==> config.mk <==
export PLATFORM = sky130hd
export DESIGN_NAME = sdp_ram_be
export DESIGN_NICKNAME = d
export VERILOG_FILES = /design/src/rtl/mem_pkg.sv /design/src/rtl/mem_clear_seq.sv /design/src/rtl/sdp_ram_be.sv
export SDC_FILE = /design/constraint.sdc
export NUM_CORES = 1
export LEC_CHECK = 0
export CAP_MARGIN = 15
export CORE_MARGIN = 2
export CORE_UTILIZATION = 55
export CTS_CLUSTER_SIZE = 10
export DETAILED_ROUTE_END_ITERATION = 6
export PLACE_DENSITY = 0.73
export SLEW_MARGIN = 20
export SYNTH_ARGS = -nofsm -noshare
export SYNTH_HDL_FRONTEND = slang
export SYNTH_HIERARCHICAL = 1
export SYNTH_SLANG_ARGS = --single-unit
==> constraint.sdc <==
create_clock -name clk -period 2.95 [get_ports clk]
set_input_delay 0.59 -clock clk [delete_from_list [all_inputs] [get_ports clk]]
set_output_delay 0.59 -clock clk [all_outputs]
set_load 0.05 [all_outputs]
==> src/rtl/mem_pkg.sv <==
// -----------------------------------------------------------------------------
// mem_pkg
// Definitions shared by the simple-dual-port RAM and its clear sequencer:
//   - clog2()      : ceiling log2, used to size address buses
//   - RDW_OLD/NEW  : read-during-write result selection
//   - clr_state_t  : states of the post-reset clear sequencer
// -----------------------------------------------------------------------------
package mem_pkg;

   localparam int RDW_OLD = 0;
   localparam int RDW_NEW = 1;

   typedef enum logic {
      IDLE  = 1'b0,
      CLEAR = 1'b1
   } clr_state_t;

   // Smallest r such that 2**r >= value (0 for value <= 1).
   function automatic int clog2(input int value);
      int r;
      r = 0;
      while ((1 << r) < value) begin
         r = r + 1;
      end
      return r;
   endfunction

endpackage

==> src/rtl/mem_clear_seq.sv <==
// -----------------------------------------------------------------------------
// mem_clear_seq
// Walks an address counter over every word after reset so the RAM can zero
// itself one word per clock.
// Ports:
//   clk      in   clock, rising edge
//   rst      in   synchronous active-high reset
//   busy     out  high while the clear sequence owns the memory
//   clr_we   out  write strobe for the zeroing write (never while rst=1)
//   clr_addr out  word currently being zeroed
// -----------------------------------------------------------------------------
module mem_clear_seq
   import mem_pkg::*;
#(
   parameter int DEPTH          = 16,
   parameter int ADDR           = 4,
   parameter int CLEAR_ON_RESET = 1
) (
   input  logic            clk,
   input  logic            rst,
   output logic            busy,
   output logic            clr_we,
   output logic [ADDR-1:0] clr_addr
);

   localparam logic [ADDR-1:0] LAST = ADDR'(DEPTH - 1);

   clr_state_t      state;
   logic [ADDR-1:0] count;

   // Reset parks the counter at word 0; a reset arriving mid-clear therefore
   // restarts the sweep. The counter stops on the last word instead of wrapping.
   always_ff @(posedge clk) begin
      if (rst) begin
         state <= (CLEAR_ON_RESET != 0) ? CLEAR : IDLE;
         count <= '0;
      end else if (state == CLEAR) begin
         if (count == LAST) begin
            state <= IDLE;
         end else begin
            count <= count + 1'b1;
         end
      end
   end

   assign busy     = (state == CLEAR);
   // Holding rst keeps the state in CLEAR but must not touch memory.
   assign clr_we   = busy && !rst;
   assign clr_addr = count;

endmodule

==> src/rtl/sdp_ram_be.sv <==
// -----------------------------------------------------------------------------
// sdp_ram_be
// Simple dual-port RAM (one write port, one read port, one clock) with
// byte-lane write enables, 1- or 2-cycle registered reads, selectable
// read-during-write behaviour and an optional zero-fill after reset.
// Ports:
//   clk        in   clock, rising edge
//   rst        in   synchronous active-high reset
//   write_en   in   write request
//   write_addr in   write word address
//   write_data in   write data
//   write_be   in   byte-lane enables, bit i -> bits [i*BYTE_W +: BYTE_W]
//   read_en    in   read request
//   read_addr  in   read word address
//   read_data  out  registered read data, held between results
//   read_valid out  one-cycle pulse per accepted read
//   busy       out  clear sequence running; requests are discarded
// -----------------------------------------------------------------------------
module sdp_ram_be
   import mem_pkg::*;
#(
   parameter  int WIDTH          = 32,
   parameter  int DEPTH          = 16,
   parameter  int BYTE_W         = 8,
   parameter  int READ_LATENCY   = 1,
   parameter  int RDW_MODE       = 0,
   parameter  int CLEAR_ON_RESET = 1,
   localparam int NB             = WIDTH / BYTE_W,
   localparam int ADDR           = (clog2(DEPTH) < 1) ? 1 : clog2(DEPTH)
) (
   input  logic              clk,
   input  logic              rst,
   input  logic              write_en,
   input  logic [ADDR-1:0]   write_addr,
   input  logic [WIDTH-1:0]  write_data,
   input  logic [NB-1:0]     write_be,
   input  logic              read_en,
   input  logic [ADDR-1:0]   read_addr,
   output logic [WIDTH-1:0]  read_data,
   output logic              read_valid,
   output logic              busy
);

   // One extra bit so the range compare also works when DEPTH == 2**ADDR.
   localparam logic [ADDR:0] DEPTH_L = (ADDR + 1)'(DEPTH);

   logic [WIDTH-1:0] mem [DEPTH];

   logic             clr_we;
   logic [ADDR-1:0]  clr_addr;
   logic             wr_in_range;
   logic             rd_in_range;
   logic             wr_fire;
   logic             rd_fire;
   logic [WIDTH-1:0] lane_mask;
   logic [WIDTH-1:0] old_word;
   logic [WIDTH-1:0] rd_word;

   mem_clear_seq #(
      .DEPTH          (DEPTH),
      .ADDR           (ADDR),
      .CLEAR_ON_RESET (CLEAR_ON_RESET)
   ) u_clear (
      .clk      (clk),
      .rst      (rst),
      .busy     (busy),
      .clr_we   (clr_we),
      .clr_addr (clr_addr)
   );

   assign wr_in_range = ({1'b0, write_addr} < DEPTH_L);
   assign rd_in_range = ({1'b0, read_addr} < DEPTH_L);

   // Requests are discarded outright while clearing or in reset.
   assign wr_fire = write_en && !busy && !rst && wr_in_range;
   assign rd_fire = read_en && !busy && !rst;

   // Expand the byte enables to a bit mask, used for read-during-write merging.
   always_comb begin
      lane_mask = '0;
      for (int i = 0; i < NB; i++) begin
         lane_mask[i*BYTE_W +: BYTE_W] = {BYTE_W{write_be[i]}};
      end
   end

   // Single write process: the clear sequencer and user writes never overlap
   // because user writes require busy=0, so clear simply takes priority.
   always_ff @(posedge clk) begin
      if (clr_we) begin
         mem[clr_addr] <= '0;
      end else if (wr_fire) begin
         for (int i = 0; i < NB; i++) begin
            if (write_be[i]) begin
               mem[write_addr][i*BYTE_W +: BYTE_W] <= write_data[i*BYTE_W +: BYTE_W];
            end
         end
      end
   end

   // Out-of-range reads return zero. In new-data mode a same-address write in
   // the same cycle overrides only its enabled lanes.
   always_comb begin
      old_word = '0;
      if (rd_in_range) begin
         old_word = mem[read_addr];
      end
      rd_word = old_word;
      if ((RDW_MODE != RDW_OLD) && wr_fire && (write_addr == read_addr)) begin
         rd_word = (old_word & ~lane_mask) | (write_data & lane_mask);
      end
   end

   generate
      if (READ_LATENCY == 2) begin : g_lat2
         logic             s1_valid;
         logic [WIDTH-1:0] s1_data;

         // Two-stage read pipeline; reset flushes both stages.
         always_ff @(posedge clk) begin
            if (rst) begin
               s1_valid   <= 1'b0;
               s1_data    <= '0;
               read_valid <= 1'b0;
               read_data  <= '0;
            end else begin
               s1_valid   <= rd_fire;
               read_valid <= s1_valid;
               if (rd_fire) begin
                  s1_data <= rd_word;
               end
               if (s1_valid) begin
                  read_data <= s1_data;
               end
            end
         end
      end else begin : g_lat1
         // Single-stage read; read_data only moves when a result arrives.
         always_ff @(posedge clk) begin
            if (rst) begin
               read_valid <= 1'b0;
               read_data  <= '0;
            end else begin
               read_valid <= rd_fire;
               if (rd_fire) begin
                  read_data <= rd_word;
               end
            end
         end
      end
   endgenerate

endmodule

==> results.yml, run 1 <==
worst_setup_path:
  worstReg2RegStart: "u_clear/busy$_SDFF_PP1_"
  cpMostUsedCell: "buf_4"
  crit-reg2reg-capture: "mem[7][17]$_DFFE_PP_"
  r2r_setup_slack_ps: 370
  worst_setup_path_end_kind: "flop"
  critPathMaxStageDelay_ps: 640
  arrival_ps: 3030
  critPathMaxFanout: 8
  criticalPathCategory: "input pin to flop"
  cp-start-kind: "input pin"
  crit_required_ps: 3170
  worst-path-buf-inv: 3
  reg2reg_depth: 4
  critPathTopFamily: "simple AND/OR/NAND/NOR gates"
  crit_path_cell_trace: "clkdlybuf4s50_1 > or4_1 > buf_4 > nand4_1 > nand3_1 > buf_4 > nor2_1"
  slowest_stage: "or4_1"
route:
  wl_met3_um: 3190
  wl_met2_um: 22900
  routedWlPerCell_um: 25.7
  routed.top_layer: "met4"
  first_iter_violations: 793
  viasPerCell: 5.93
  wl_met1_um: 19300
  drtPass1Iterations: 5
  drt_wl_total_um: 46600
  drc: 0
  ant_nets: 0
  vias: 10800
outcome:
  status: "complete, no violations"
logic_synthesis:
  yosys.area_share.simple_pct: 3.68
  synth_ff_type: "edfxtp_1"
  synth-edff-count: 512
  synthAdderAreaFrac_pct: 0.0583
  synth_area_leaders: "edfxtp_1 (72%), mux4_2 (13%), dfxtp_1 (3.5%)"
  syn-cell-area_um2: 21500
  yosysWarnings: 6
  synth_top_cell_by_area: "edfxtp_1"
  synth_cell_type_count: 49
  ys_seq_area_share_pct: 75.2
  synth_cells: 1038
  synth-compound-area-share_pct: 2.99
  synth_top_area_share_pct: 71.6
  synth_mux_area_share_pct: 16.8
  avgSynthCellArea_um2: 20.7
  ys_async_sr_fraction_pct: 0
  synth-seq-cells: 550
  syn-num-nets: 1087
  synth_xor_area_share_pct: 0
  synth_top_family_by_area: "multiplexers"
clock_tree:
  cts_setup_buffers: 0
  cts.reportedPaths.clkPinSlew_ps: 50
  insertion_delay_ps: 600
  numCtsBuffers: 61
  htreeDepth: 2
  cts_resized: 0
  cts_tree: "done"
  root_buffer: "clkbuf_16"
  cts-hold-fix-buffers: 0
  cts.sinks: 550
  clk_path_buf_depth: 3
final_layout:
  final_common_cell: "edfxtp_1"
  final_cell_mix: "edfxtp_1 (512), mux4_2 (126), buf_4 (100)"
  nNetsFinal: 1295
  nFillCells: 2577
  drive_gt1_share_pct: 25.4
  fin_cells: 1815
  diodes: 0
  areaGrowthSynthToFinish_pct: 18.8
global_route:
  antenna_found_initial: 0
  grt_pass1_vias: 11200
  grt_pass1_wl_um: 70200
  track_usage_pct: 23.6
  grt_start_max_net_pins: 49
  overflow: 0
flow_run:
  maxCapViolCount: 0
timing:
  fin_hold_ws_ps: 466
  setup_viol: 0
  post-route-period-util_pct: 95.2
  drv_slew: 0
  hold_viol: 0
  fmax_mhz: 356
  period_minus_slack_ps: 2810
  fin_ws_ps: 141
  grt_setup_unrepaired: "no"
  clock_skew_ps: 14.2
  maxSlewHeadroom_pct: 39.5
  worstMarginPinSlew_ps: 905
floorplanning:
  core-area_um2: 38600
  initial_core_util_pct: 55.7
  die_y_um: 202
  dieArea_um2: 40600
  die_w_um: 202
  num_io_pins: 82
  rows: 72
power_and_ir_drop:
  p_switching_uw: 3210
  peakVddDrop_mv: 0.565
  pwr-share-comb_pct: 4.5
  p_per_area_nw_per_um2: 625
  p_leak_uw: 0.00920
  internal_power_uw: 12700
  netSwitchingFraction_pct: 20.1
  seqPwrFrac_pct: 53.4
  clkPwrFrac_pct: 42.1
min_path:
  hp-class: "flop to flop"
  hold_depth: 1
  holdPathEnd: "read_data[19]$_SDFFE_PP0P_"
  min_from: "read_data[19]$_SDFFE_PP0P_"
placed_design:
  io_buffers: 81
  dp_slack_ps: -456
  gp_congestion: 0.779
  dp_cells: 1701
  hpwl_um: 29700
==> cell usage after synthesis, types with 2 or more instances <==
cell type and instances:
buf_2 24, mux4_2 126, mux2i_1 67, nor2_1 83, a211o_1 7, o21ai_0 24, clkbuf_1 16, edfxtp_1 512
o21ai_4 4, a21oi_1 2, inv_1 3, and3b_1 2, o2bb2a_1 24, nand3_1 5, a211oi_1 2, nor3b_1 8
nor2b_1 4, dfxtp_1 38, buf_4 10, mux2i_2 5, nand4_1 2, and2_1 32, nand3b_1 2, nand2b_1 3
a21o_1 4, nand2_1 3, nor3_1 4
==> power by group through the flow <==
stage | Combinational, uW | Clock [uW] | Sequential, uW
after global placement | 707 | 0 | 8670
final | 710 | 6710 | 8520
after floorplan | 407 | 0 | 8670
after detailed placement | 714 | 0 | 8680
after CTS | 718 | 6810 | 8520
after global routing | 752 | 7110 | 8520
==> per-layer routing <==
metal	GRT usage (%)	vias up
li1	-	4684
met1	33.4	5609
met2	37.9	387
met3	4.66	86
met4	6.99	0
met5	0	-
==> cells by family after synthesis <==
logic type                 Yosys count
DFF                                550
muxes                              200
and+or+nand+nor                    155
AOI/OAI and AO/OA                   76
buffers and inverters               56
adders and majority gates            1
==> flip-flops by register name, indices dropped and copies added, names as in the netlist <==
signal            count
u_clear/busy          1
read_data            32
read_valid            1
u_clear/clr_addr      4
mem                 512
==> worst max path at each step <==
stage / start / endpoint / slack (ps) / cells after the start
final: write_be[0] / mem[10][1]$_DFFE_PP_ / 140 / 7
after global routing: write_be[0] / mem[10][1]$_DFFE_PP_ / 60 / 7
after CTS: write_be[0] / mem[10][1]$_DFFE_PP_ / 170 / 7
after detailed placement: write_be[0] / mem[10][4]$_DFFE_PP_ / -460 / 7
after global placement: write_be[0] / mem[7][19]$_DFFE_PP_ / -470 / 9
after floorplan: u_clear/busy$_SDFF_PP1_ / mem[3][0]$_DFFE_PP_ / 480 / 4
==> stage by stage <==
stage | setup TNS (ps) | instance area [um^2] | power, uW | util (%)
6_report | 0 | 25500 | 15900 | 66.1
5_1_grt | 0 | 25500 | 16400 | 66.1
4_1_cts | 0 | 25500 | 16000 | 66.1
3_5_place_dp | -164770 | 23800 | 9390 | 61.6
3_3_place_gp | -140460 | 23800 | 9380 | 61.6
2_1_floorplan | 0 | 21500 | 9080 | -
==> area by class of cell <==
class	instances	area, um^2	area share, %
flip-flops and latches	550	16100	63.3
inverters	4	15.0	0.0589
clock inverters	3	25.0	0.0981
repair buffers	197	1890	7.43
multi-input cells	432	5060	19.8
well taps	518	648	2.54
clock buffers	111	1720	6.76
Note: power is estimated with default switching activity, not from simulation.
==> run 2, diff against run 1 <==
--- a/config.mk
+++ b/config.mk
@@ -5,9 +5,9 @@
 export SDC_FILE = /design/constraint.sdc
 export NUM_CORES = 1
 export LEC_CHECK = 0
-export CAP_MARGIN = 15
 export CORE_MARGIN = 2
 export CORE_UTILIZATION = 55
+export CTS_BUF_LIST = sky130_fd_sc_hd__clkbuf_4 sky130_fd_sc_hd__clkbuf_8 sky130_fd_sc_hd__clkbuf_16
 export CTS_CLUSTER_SIZE = 10
 export DETAILED_ROUTE_END_ITERATION = 6
 export PLACE_DENSITY = 0.73
==> results.yml, run 2 (synthesis results as in run 1) <==
clock_tree:
  cts-hold-fix-buffers: 0
  cts_resized: 0
  cts_tree: "done"
  cts.sinks: 550
  insertion_delay_ps: 600
  clk_path_buf_depth: 3
  htreeDepth: 2
  cts.reportedPaths.clkPinSlew_ps: 50
  root_buffer: "clkbuf_16"
  cts_setup_buffers: 0
  numCtsBuffers: 61
timing:
  fmax_mhz: 354
  drv_slew: 0
  grt_setup_unrepaired: "no"
  worstMarginPinSlew_ps: 949
  maxSlewHeadroom_pct: 36.5
  hold_viol: 0
  setup_viol: 0
  clock_skew_ps: 17.1
  post-route-period-util_pct: 95.8
  period_minus_slack_ps: 2830
route:
  drc: 0
  drtPass1Iterations: 5
  first_iter_violations: 749
  vias: 10800
  routedWlPerCell_um: 25.8
  drt_wl_total_um: 46800
  ant_nets: 0
  viasPerCell: 5.95
worst_setup_path:
  crit-reg2reg-capture: "mem[7][20]$_DFFE_PP_"
  worstReg2RegStart: "u_clear/busy$_SDFF_PP1_"
  crit_required_ps: 3170
  reg2reg_depth: 4
  worst_setup_path_end_kind: "flop"
  arrival_ps: 3050
  critPathMaxFanout: 8
  r2r_setup_slack_ps: 320
  criticalPathCategory: "input pin to flop"
  cp-start-kind: "input pin"
power_and_ir_drop:
  clkPwrFrac_pct: 43.7
  netSwitchingFraction_pct: 19.6
  seqPwrFrac_pct: 51.9
  p_switching_uw: 3220
  peakVddDrop_mv: 0.561
  internal_power_uw: 13200
  p_leak_uw: 0.00937
  total_power_uw: 16400
  p_per_area_nw_per_um2: 639
  pwr-share-comb_pct: 4.3
min_path:
  holdPathEnd: "read_data[19]$_SDFFE_PP0P_"
  hold_depth: 1
  min_from: "read_data[19]$_SDFFE_PP0P_"
  hp-class: "flop to flop"
global_route:
  grt_pass1_wl_um: 70200
  track_usage_pct: 23.6
  antenna_found_initial: 0
  overflow: 0
  grt_start_max_net_pins: 49
  grt_pass1_vias: 11200
placed_design:
  dp_cells: 1701
  placed_area_um2: 23800
  hpwl_um: 29700
  gp_congestion: 0.779
  io_buffers: 81
final_layout:
  design_area_um2: 25700
  nNetsFinal: 1295
  multi_input_area_um2: 5060
  fin_util_pct: 66.6
  regMostFlops: "mem"
  final_common_cell: "edfxtp_1"
  largest_reg_flops: 512
  fin_cells: 1815
  drive_gt1_share_pct: 29.2
  areaGrowthSynthToFinish_pct: 19.6
  nFillCells: 2559
  final-seq-area_um2: 16100
  final_cell_mix: "edfxtp_1 (512), mux4_2 (126), buf_4 (100)"
  diodes: 0
floorplanning:
  core-area_um2: 38600
  dieArea_um2: 40600
  die_w_um: 202
  die_y_um: 202
  num_io_pins: 82
  rows: 72
  initial_core_util_pct: 55.7
flow_run:
  maxCapViolCount: 0
outcome:
  status: "complete, no violations"
==> run 2: worst max-delay path, cell delays in order <==
cell and delay (ps):
clkdlybuf4s50_1 470, buf_4 170, nor4_2 430, buf_12 170, o31a_1 170, buf_12 140, o21ai_4 60, buf_4 150
nor2_1 700
==> run 2: per-layer routing <==
layer	vias to the layer above	global-route usage, %	share of wire (%)
met4	0	7.33	2.4
met3	78	4.29	7.1
li1	4685	-	-
met5	-	0	0
met2	413	37.9	49
met1	5616	33.6	41
==> run 2: final cells by class <==
type                       count  area share (%)
clock buffer                 111            7.43
clock inverter                 3          0.0974
tap                          518            2.52
multi-input combinational    432            19.7
inverter                       4          0.0585
timing repair buffer         197            7.38
sequential                   550            62.8
==> run 2: worst max path at each step <==
stage	from	end	slack [ps]	cells after the start
final	write_be[0]	mem[7][20]$_DFFE_PP_	120	9
after global routing	write_be[0]	mem[10][1]$_DFFE_PP_	40	7
after CTS	write_be[0]	mem[10][1]$_DFFE_PP_	170	7
after detailed placement	write_be[0]	mem[10][4]$_DFFE_PP_	-460	7
after global placement	write_be[0]	mem[7][19]$_DFFE_PP_	-470	9
after floorplan	u_clear/busy$_SDFF_PP1_	mem[3][0]$_DFFE_PP_	480	4
==> run 2: power by group through the flow <==
stage	registers, uW	clock network [uW]	logic, uW
floorplan	8670	0	407
global placement	8670	0	707
detailed placement	8680	0	714
CTS	8520	7270	718
global route	8520	7570	752
finish	8520	7170	710
==> run 2: through the flow <==
step | setup TNS (ps) | hold slack, ps | setup WS, ps
CTS | 0 | 470 | 168
floorplan | 0 | 554 | 484
detailed placement | -164770 | 457 | -456
global route | 0 | 498 | 38.1
global placement | -140460 | 454 | -472
finish | 0 | 466 | 124
==> variant 1: new RTL, flow settings as in run 2 <==
Make the reset (`rst`) asynchronous in 3 clocked blocks. Comments in the files are not updated.
--- a/src/rtl/mem_clear_seq.sv
+++ b/src/rtl/mem_clear_seq.sv
@@ -30,7 +30,7 @@
 
    // Reset parks the counter at word 0; a reset arriving mid-clear therefore
    // restarts the sweep. The counter stops on the last word instead of wrapping.
-   always_ff @(posedge clk) begin
+   always_ff @(posedge clk or posedge rst) begin
       if (rst) begin
          state <= (CLEAR_ON_RESET != 0) ? CLEAR : IDLE;
          count <= '0;
--- a/src/rtl/sdp_ram_be.sv
+++ b/src/rtl/sdp_ram_be.sv
@@ -116,7 +116,7 @@
          logic [WIDTH-1:0] s1_data;
 
          // Two-stage read pipeline; reset flushes both stages.
-         always_ff @(posedge clk) begin
+         always_ff @(posedge clk or posedge rst) begin
             if (rst) begin
                s1_valid   <= 1'b0;
                s1_data    <= '0;
@@ -135,7 +135,7 @@
          end
       end else begin : g_lat1
          // Single-stage read; read_data only moves when a result arrives.
-         always_ff @(posedge clk) begin
+         always_ff @(posedge clk or posedge rst) begin
             if (rst) begin
                read_valid <= 1'b0;
                read_data  <= '0;
Behaviour: no difference found for any inputs over 4 cycles, from zero or initial values and one cycle with rst high; that may be too few to reach the edited logic, so the function may still have changed.
==> variant 1 against run 2 <==
  * Sequential cell count stayed put
  * Combinational power is 80% higher
  * Routed wire length is 4.9% higher
  * Worst setup slack worse by 0.0079 ns
  * Final area is 0.52% higher
  * Power is 3.3% higher
  * Global-route usage is 0.86 points higher
  * Sequential power is 1% higher
  * Area after synthesis is 1.1% higher
  * Highest routed layer unchanged
==> variant 1: results (changes against run 2) <==
| Metric | Value |
|---|---|
| Met2 Use GR | 0.399 (was 0.379) |
| Post-synthesis compound-gate area fraction | 0.0441 (was 0.0299) |
| Vias in the first global route | 11900 (was 11200) |
| Placed cell area | 23900 sq um (was 23800 sq um) |
| Initial antenna violation count | 1 (was 0) |
| Lkg Pwr | 0.00859 uW (was 0.00937 uW) |
| Routability congestion estimate | 0.860 (was 0.779) |
| HP Class | input pin to asynchronous set/reset pin (was flop to flop) |
| Worst IR Drop VDD | 534 uV (was 561 uV) |
| Worst-case reg-to-reg path depth | 5 (was 4) |
| Min Hold Slack | 0.406 ns (was 0.466 ns) |
| Crit. Startpoint | write_en (was write_be[0]) |
| Clock skew | 0.0143 ns (was 0.0171 ns) |
| Mux cell area share after synthesis | 0.132 (was 0.168) |
| Global Route met3 Usage | 0.0510 (was 0.0429) |
| Outcome | completed (unchanged) |
| WL met2 | 23.9 mm (was 23.0 mm) |
| Sequential cell power | 8630 uW (was 8520 uW) |
| Slew headroom | 0.457 (was 0.365) |
| P_sw | 3570 uW (was 3220 uW) |
| Xor/xnor cell area share of the yosys netlist | 0.000403 (was 0) |
| Final nets | 1438 (was 1295) |
| Slowest stage cell, crit path | mux2i_4 (was nor2_1) |
| Critical path's largest stage delay | 0.61 ns (was 0.70 ns) |
| Placed cells | 1844 (was 1701) |
| WL met1 | 19.2 mm (was 19.3 mm) |
| Largest net degree at the start of global routing | 44 (was 49) |
| Worst-Skew Late Latency | 0.58 ns (was 0.60 ns) |
| Final HPWL DP | 31.7 mm (was 29.7 mm) |
| Detailed Route WL | 49.1 mm (was 46.8 mm) |
| Adder-Cell Fraction of Synth Area | 0.000576 (was 0.000583) |
| Sw frac | 0.211 (was 0.196) |
| DR WL met3 | 4.51 mm (was 3.34 mm) |
| Final setup margin | 0.116 ns (was 0.124 ns) |
| Vias per inst | 5.97 (was 5.95) |
| Reg2Reg Capture Point | mem[1][9] (was mem[7][20]) |
| Synth top area cells | edfxtp_1, mux4_2, mux2i_1, dfrtp_1, a22oi_1 (was edfxtp_1, mux4_2, dfxtp_1, mux2i_1, nor2_1) |
==> variant 1: cell types whose count changed after synthesis, moves of 24 or more <==
cell,change
o2bb2a_1,-24
dfrtp_1,+37
o21ai_0,-24
a31oi_1,+31
a22oi_1,+63
mux2i_1,+66
nand2_1,+53
a21oi_1,+26
dfxtp_1,-38
mux4_2,-64
==> variant 1: cells by family after synthesis <==
family,count (synthesis)
flip-flops,550
AND/OR/NAND/NOR,246
multiplexers,202
AO/OA/AOI/OAI,136
buffers and inverters,71
XOR/XNOR,1
adder cells (fa/ha/maj),1
==> variant 1: area by class of cell <==
| type | instances | area [sq um] |
|---|---|---|
| Clock inverter | 1 | 8.76 |
| Fill cell | 2539 | 13000 |
| Multi-Input combinational cell | 586 | 5040 |
| Timing Repair Buffer | 184 | 1880 |
| Tap cell | 518 | 648 |
| Antenna cell | 1 | 2.50 |
| Sequential cell | 550 | 16300 |
| Clock buffer | 110 | 1890 |
| Inverter | 6 | 22.5 |
==> variant 2: new RTL, settings of run 2 <==
Without the edit above. The parameter `RDW_MODE` goes from 0 to 1.
--- a/src/rtl/sdp_ram_be.sv
+++ b/src/rtl/sdp_ram_be.sv
@@ -23,7 +23,7 @@
    parameter  int DEPTH          = 16,
    parameter  int BYTE_W         = 8,
    parameter  int READ_LATENCY   = 1,
-   parameter  int RDW_MODE       = 0,
+   parameter  int RDW_MODE       = 1,
    parameter  int CLEAR_ON_RESET = 1,
    localparam int NB             = WIDTH / BYTE_W,
    localparam int ADDR           = (clog2(DEPTH) < 1) ? 1 : clog2(DEPTH)
Function: not settled (the Yosys comparison gave no result); the edit may change what the design does.
==> variant 2 against run 2 <==
  * Sequential cell count unchanged
  * Synthesized cell count up 11%
  * Non-clock buffer count up 12
  * Power up 2.3%
  * Routed wire length up 11%
  * Sequential share of layout area down 0.95 points
  * Area after synthesis up 1.7%
  * Sequential power about the same
  * Clock skew up 0.0032 ns
  * Worst setup slack better by 0.038 ns
  * Die area up 1.6%
  * Global-route usage up 2.3 points
  * Final area up 1.5%
==> variant 2: results (changes against run 2) <==
| Metric | Value |
|---|---|
| Outcome | completed (unchanged) |
| #FFs+latches synth | 550 (unchanged) |
| Layout cells sized above 1 | 0.279 (was 0.292) |
| Multi-input gate area | 5340 sq um (was 5060 sq um) |
| Pwr/cell area | 644 nW/um^2 (was 639 nW/um^2) |
| Initial antenna violation count | 2 (was 0) |
| Multi-In Gates | 522 (was 432) |
| Final nets | 1400 (was 1295) |
| Area growth from synthesis to layout | 19.5% (was 19.6%) |
| Vias in the first global route | 12000 (was 11200) |
| Buffers added on ports | 81 (unchanged) |
| Placed cells | 1806 (was 1701) |
| Inverter count | 7 (was 4) |
| Final HPWL DP | 33.2 mm (was 29.7 mm) |
| Synth cell types | 46 (was 49) |
| Non-clock buffer count in the final layout | 209 (was 197) |
| Sequential cell power | 8520 uW (about the same) |
| Non-filler cells, final | 1922 (was 1815) |
| Synth Instances | 1156 (was 1038) |
| Vias per inst | 6.29 (was 5.95) |
| Slowest stage cell, crit path | nor3b_4 (was nor2_1) |
| Clock skew | 0.0202 ns (was 0.0171 ns) |
| Detailed Route WL | 52.0 mm (was 46.8 mm) |
| Sw frac | 0.201 (was 0.196) |
| Comb group | 865 uW (was 710 uW) |
| Synth top cells by count | edfxtp_1, mux4_2, nor3_1 (was edfxtp_1, mux4_2, nor2_1) |
| Number of fill cells | 2619 (was 2559) |
| Routability congestion estimate | 0.849 (was 0.779) |
| Data buffer area share | 0.0741 (was 0.0738) |
| Arr. time, crit path | 3.11 ns (was 3.05 ns) |
| DR iter-0 viols | 1321 (was 749) |
| Reg with most FFs | mem (unchanged) |
| Setup WS pre-CTS | -0.533 ns (was -0.456 ns) |
| Lkg Pwr | 0.00942 uW (was 0.00937 uW) |
| First-pass GRT wire length | 77.9 mm (was 70.2 mm) |
| Worst IR Drop VDD | 484 uV (was 561 uV) |
| Synth top area cells | edfxtp_1, mux4_2, dfxtp_1, a22o_1, nor3_1 (was edfxtp_1, mux4_2, dfxtp_1, mux2i_1, nor2_1) |
| Total track usage | 0.259 (was 0.236) |
| Slew headroom | 0.477 (was 0.365) |
| Setup CP Type | flop to flop (was input pin to flop) |
| Placed cell area | 24100 sq um (was 23800 sq um) |
| Clk cell area share | 0.0766 (was 0.0753) |
| Maximum fanout along the worst path | 12 (was 8) |
| Min-delay src | read_data[6] (was read_data[19]) |
| Sequential share of the synthesized area | 0.739 (was 0.752) |
[variant 2: changes by cell type after synthesis, moves of 24 or more]
cell / before / now
nor3_1: 4 / 72
nor2_1: 83 / 34
a22o_1: 0 / 42
mux2i_1: 67 / 31
a32oi_1: 0 / 25
o2bb2a_1: 24 / 0
[variant 2: per-layer routing]
layer | global-route usage | wire (um)
met1 | 0.363 | 20200
met2 | 0.404 | 24900
met3 | 0.0681 | 5290
met4 | 0.0803 | 1590
met5 | 0 | 11
[variant 2: cell families after synthesis]
kind of cell               Yosys count  synth area share
and+or+nand+nor                    214            0.0517
adders and majority gates            1          0.000573
DFF                                550             0.739
xor gates and xnor gates             4           0.00160
AOI/OAI and AO/OA                  151            0.0560
muxes                              152             0.131
buffers and inverters               84            0.0195
[variant 2: final timing paths]
check	end	slack (ns)	cells after the start
worst max-delay path	mem[1][22]	0.16	8
worst min-delay path	read_data[6]	0.46	2
worst max register to register	mem[1][22]	0.16	8
worst min register to register	read_data[6]	0.46	2
